## src/rtl/bcd_to_binary.sv

```systemverilog
// bcd_to_binary: sequential signed 3-digit BCD to N-bit two's-complement
// converter using reverse double dabble (shift right, then subtract 3 from
// every BCD nibble that is 8 or more).
//
// Optional feature macro: BCD2BIN_SATURATE_EN
//   defined   -> on overflow, binary clamps to the nearest representable value
//   undefined -> on overflow, binary is the low N bits of the exact value
// overflow itself asserts identically in both builds.

module bcd_to_binary #(
    parameter int N = 8
) (
    input  logic         clk,
    input  logic         rst,
    input  logic         start,
    input  logic         sign,
    input  logic [3:0]   hundreds,
    input  logic [3:0]   tens,
    input  logic [3:0]   ones,
    output logic [N-1:0] binary,
    output logic         data_ready,
    output logic         busy,
    output logic         overflow,
    output logic         digit_error
);

    // Width wide enough to hold -999 and the N-bit range limits without truncation.
    localparam int W = ((N > 10) ? N : 10) + 1;

    localparam logic [W-1:0] POS_LIMIT = W'((64'd1 << (N - 1)) - 64'd1);
    localparam logic [W-1:0] NEG_LIMIT = W'(64'd1 << (N - 1));

    typedef enum logic [1:0] {
        IDLE,
        WORK,
        DONE
    } state_t;

    state_t      state;
    logic [21:0] shreg;      // {hundreds, tens, ones, acc[9:0]}
    logic [3:0]  count;
    logic        sign_q;
    logic        err_q;

    logic [21:0]  shifted;
    logic [21:0]  corrected;
    logic         err_in;
    logic [W-1:0] mag_ext;
    logic [W-1:0] value;
    logic         ovf_c;
    logic [N-1:0] res_c;

    // Input digit validity, evaluated on the sampling edge.
    always_comb begin
        err_in = (hundreds > 4'd9) || (tens > 4'd9) || (ones > 4'd9);
    end

    // One reverse double dabble step: shift right, then correct each BCD nibble.
    always_comb begin
        shifted   = shreg >> 1;
        corrected = shifted;
        for (int unsigned i = 0; i < 3; i++) begin
            if (shifted[10 + 4*i +: 4] >= 4'd8) begin
                corrected[10 + 4*i +: 4] = shifted[10 + 4*i +: 4] - 4'd3;
            end
        end
    end

    // Final result, range check and overflow handling from the accumulated magnitude.
    always_comb begin
        mag_ext = W'(shreg[9:0]);
        value   = sign_q ? ('0 - mag_ext) : mag_ext;
        if (err_q) begin
            ovf_c = 1'b0;
        end else if (!sign_q) begin
            ovf_c = (mag_ext > POS_LIMIT);
        end else begin
            ovf_c = (mag_ext > NEG_LIMIT);
        end

        if (err_q) begin
            res_c = '0;
        end else if (ovf_c) begin
`ifdef BCD2BIN_SATURATE_EN
            res_c = sign_q ? {1'b1, {(N-1){1'b0}}} : {1'b0, {(N-1){1'b1}}};
`else
            res_c = value[N-1:0];
`endif
        end else begin
            res_c = value[N-1:0];
        end
    end

    // Control FSM, shift register and registered result outputs.
    always_ff @(posedge clk) begin
        if (rst) begin
            state       <= IDLE;
            shreg       <= '0;
            count       <= '0;
            sign_q      <= 1'b0;
            err_q       <= 1'b0;
            binary      <= '0;
            overflow    <= 1'b0;
            digit_error <= 1'b0;
        end else begin
            case (state)
                IDLE, DONE: begin
                    if (start) begin
                        shreg  <= {hundreds, tens, ones, 10'd0};
                        sign_q <= sign;
                        err_q  <= err_in;
                        count  <= 4'd10;
                        state  <= WORK;
                    end
                end
                WORK: begin
                    if (count != 4'd0) begin
                        shreg <= corrected;
                        count <= count - 4'd1;
                    end else begin
                        binary      <= res_c;
                        overflow    <= ovf_c;
                        digit_error <= err_q;
                        state       <= DONE;
                    end
                end
                default: begin
                    state <= IDLE;
                end
            endcase
        end
    end

    // Status flags follow the state register directly.
    always_comb begin
        data_ready = (state == DONE);
        busy       = (state == WORK);
    end

endmodule

```

## config.mk

```make
export PLATFORM = sky130hd
export DESIGN_NAME = bcd_to_binary
export DESIGN_NICKNAME = d
export VERILOG_FILES = /design/src/rtl/bcd_to_binary.sv
export SDC_FILE = /design/constraint.sdc
export NUM_CORES = 1
export LEC_CHECK = 0
export BUFFER_PORTS_ARGS = -buffer_cell sky130_fd_sc_hd__clkbuf_2
export CAP_MARGIN = 0
export CORE_MARGIN = 5
export CORE_UTILIZATION = 40
export CTS_CLUSTER_DIAMETER = 40
export DETAILED_ROUTE_END_ITERATION = 6
export SLEW_MARGIN = 40
export SYNTH_ARGS = -nofsm -noshare
export SYNTH_HDL_FRONTEND = slang
export SYNTH_SLANG_ARGS = --single-unit
```

## constraint.sdc

```tcl
create_clock -name clk -period 2.2 [get_ports clk]
set_input_delay 0.22 -clock clk [delete_from_list [all_inputs] [get_ports clk]]
set_output_delay 0.22 -clock clk [all_outputs]
set_load 0.1 [all_outputs]
```

==> run metrics <==
outcome=complete, no violations; P&R area growth vs syn=15.0%; power per cell area=703 nW/um^2; first-pass GRT wire length=7.67 mm; worst vdd ir=roughly 0.40 mV; Post-synth ARST share=0; Mapped Cells=between 200 and 250; Remaining Overflow, GRT=0; Setup TNS=0 ns; critical path buffer and inverter count=3; leakage power=0.917 nW; Worst-path clk slew=0.08 ns; routability-driven placement congestion ratio=~0.76; WP data required=2.39 ns; post-route antenna net violation count=0; crit end category=register; top cell type's share of synthesized area=0.401; flop2flop setup slack=a little under 0.3 ns; Final #Nets=between 200 and 300; post-cts sizing count=0; Final Util=0.480; Hold Violations, Final=0; DR vias/cell=5.27; most common cell in the netlist=dfxtp_1; num rows=25; Routed WL=4.69 mm; Die Area=around 6500 sq um; CP max-delay cell=dfxtp_1; Critical Path Max Stage Delay=roughly 0.34 ns; Initial Utilization=0.418; vias in the first global route=1532; non-filler cells, final=337; First-pass DRT Iterations=6; Max Cap Violations=0; actual slew at the worst max-slew pin=0.627 ns; Die X-Extent=around 81 um; Crit Path Class=register to register; Worst path most repeated cell=buf_4; Starting DRT DRC Count=approximately 120; total number of vias=between 1.5k and 2k; fin crit period=1.91 ns; top cells by area, synth=dfxtp_1 (40%), nand2_1 (5.8%), a21oi_1 (4.8%); I/O pin total=28; EDFF count, synth=0; Ant. Diodes=0; CP cell instances=inv_1 > ha_1 > nor3b_1 > buf_4 > nand2_1 > buf_4 > o41ai_1; cell family with most CP delay=buffers and inverters; reg-to-reg startpoint=count[0]; initial antenna violation count=0; H-tree levels=2; GRT Util Overall=0.150; postcts setup bufs=0; WL per Instance=roughly 14 um; dpl hpwl=3.23 mm; CTS max path bufs=2; Crit. path cell count=7; final worst slack=0.290 ns; endpoints failing setup=0; die height=80.7 um; Clock Sinks=40; RSZ-0062 raised after global routing=no; post-synth cell types=39; fin crit share=0.868; clock latency on the worst-skew pair=around 0.29 ns; synth warn=0; TritonCTS clock tree=yes; Crit Path Max Fanout=10; Reg2Reg Depth=7; Critical Path Sink=binary[4]; Avg Inst Size Synth=8.19 sq um; synth cell count leaders=dfxtp_1 (40), nand2_1 (31), nor2_1 (21); cts hold-fix bufs=0; Synth Cell Area=2000 sq um; area leader, netlist=dfxtp_1; pre-CTS setup slack=0.279 ns; reg2reg end=binary[4]; largest net degree at the start of global routing=33; min-delay worst type=input port to register; Yosys reg bits=40; Hold Slack=roughly 0.16 ns; dpl cells=approximately 330; Arr. time, crit path=2.10 ns; I/O Buffers=27; dominant synthesized flop cell=dfxtp_1; max-slew violations=0; Critical Path Source=count[0]; Slew Limit Headroom=0.582; Fin Clk Skew=0.00675 ns; share of layout cells above drive strength 1=0.174; CTS buffer count=5; drt drc=0; fmax=0.524 GHz; core area=4790 sq um; syn_nets=267; CTS root buf=clkbuf_8; register area share after synthesis=0.401; Worst Setup Start Kind=register
==> placed cells by master, fill, tap and decap left out, drive strengths merged, types with 5 or more instances in the layout <==
cell type	instances
ha	7
buf	9
a311oi	7
dfxtp	40
a21oi	19
nor2	21
inv	10
nor2b	5
and3	9
o21ai	8
o211ai	9
or4	5
nand2	31
xnor2	5
clkbuf	35
nand3	5
a31oi	9
==> where the power goes <==
| part | switching (mW) | leakage, nW | internal (mW) |
|---|---|---|---|
| logic | 0.204 | 0.545 | 0.116 |
| registers | 0.0387 | 0.326 | 0.762 |
| clock network | 0.240 | 0.0455 | 0.256 |
| total | 0.483 | 0.917 | 1.13 |
==> cell type report <==
type / count / area (sq um)
repair buffers: 36 / 203
well taps: 67 / 83.8
flip-flops and latches: 40 / 801
fillers: 498 / 2490
clock buffers: 8 / 90.1
inverters: 10 / 37.5
multi-input cells: 176 / 1080
==> logic make-up after synthesis <==
family / after synthesis / share of synthesized area
flops: 40 / 0.401
mux: 2 / 0.0100
compound gates: 62 / 0.204
xor+xnor: 8 / 0.0350
simple gates: 97 / 0.247
buf+inv: 28 / 0.0594
fa+ha+maj: 7 / 0.0438
==> layer usage <==
layer  vias to the layer above  global-route usage  part of all wire
met1                       829               0.214              0.50
met4                         0              0.0456            0.0077
met3                         4              0.0336             0.032
li1                        921                   -                 -
met5                         -                   0                 0
met2                        22               0.224              0.46
==> how the worst min path moves through the flow <==
| stage | startpoint | to | depth (start not counted) |
|---|---|---|---|
| 2_1_floorplan | hundreds[3] | shreg[21] | 2 |
| 3_3_place_gp | binary[2] | binary[2] | 2 |
| 3_5_place_dp | shreg[10] | shreg[10] | 2 |
| 4_1_cts | sign | sign_q | 3 |
| 5_1_grt | sign | sign_q | 3 |
| 6_report | sign | sign_q | 3 |
==> worst register-to-register path, cell delays in order (launching register included) <==
cell and delay (ns):
dfxtp_1 0.34, inv_1 0.09, ha_1 0.17, nor3b_1 0.31, buf_4 0.18, nand2_1 0.20, buf_4 0.25, o41ai_1 0.28
==> state kept, by name, summed over array words and instances, names as in the netlist <==
name	count
binary	8
count	4
digit_error	1
err_q	1
overflow	1
shreg	22
sign_q	1
state	2
==> metrics by stage <==
| stage | total power [mW] | instance area, sq um |
|---|---|---|
| 2_1_floorplan | 1.05 | 2000 |
| 3_3_place_gp | 1.13 | 2200 |
| 3_5_place_dp | 1.14 | 2210 |
| 4_1_cts | 1.63 | 2300 |
| 5_1_grt | 1.71 | 2300 |
| 6_report | 1.62 | 2300 |
Note: power is estimated with default switching activity, not from simulation.
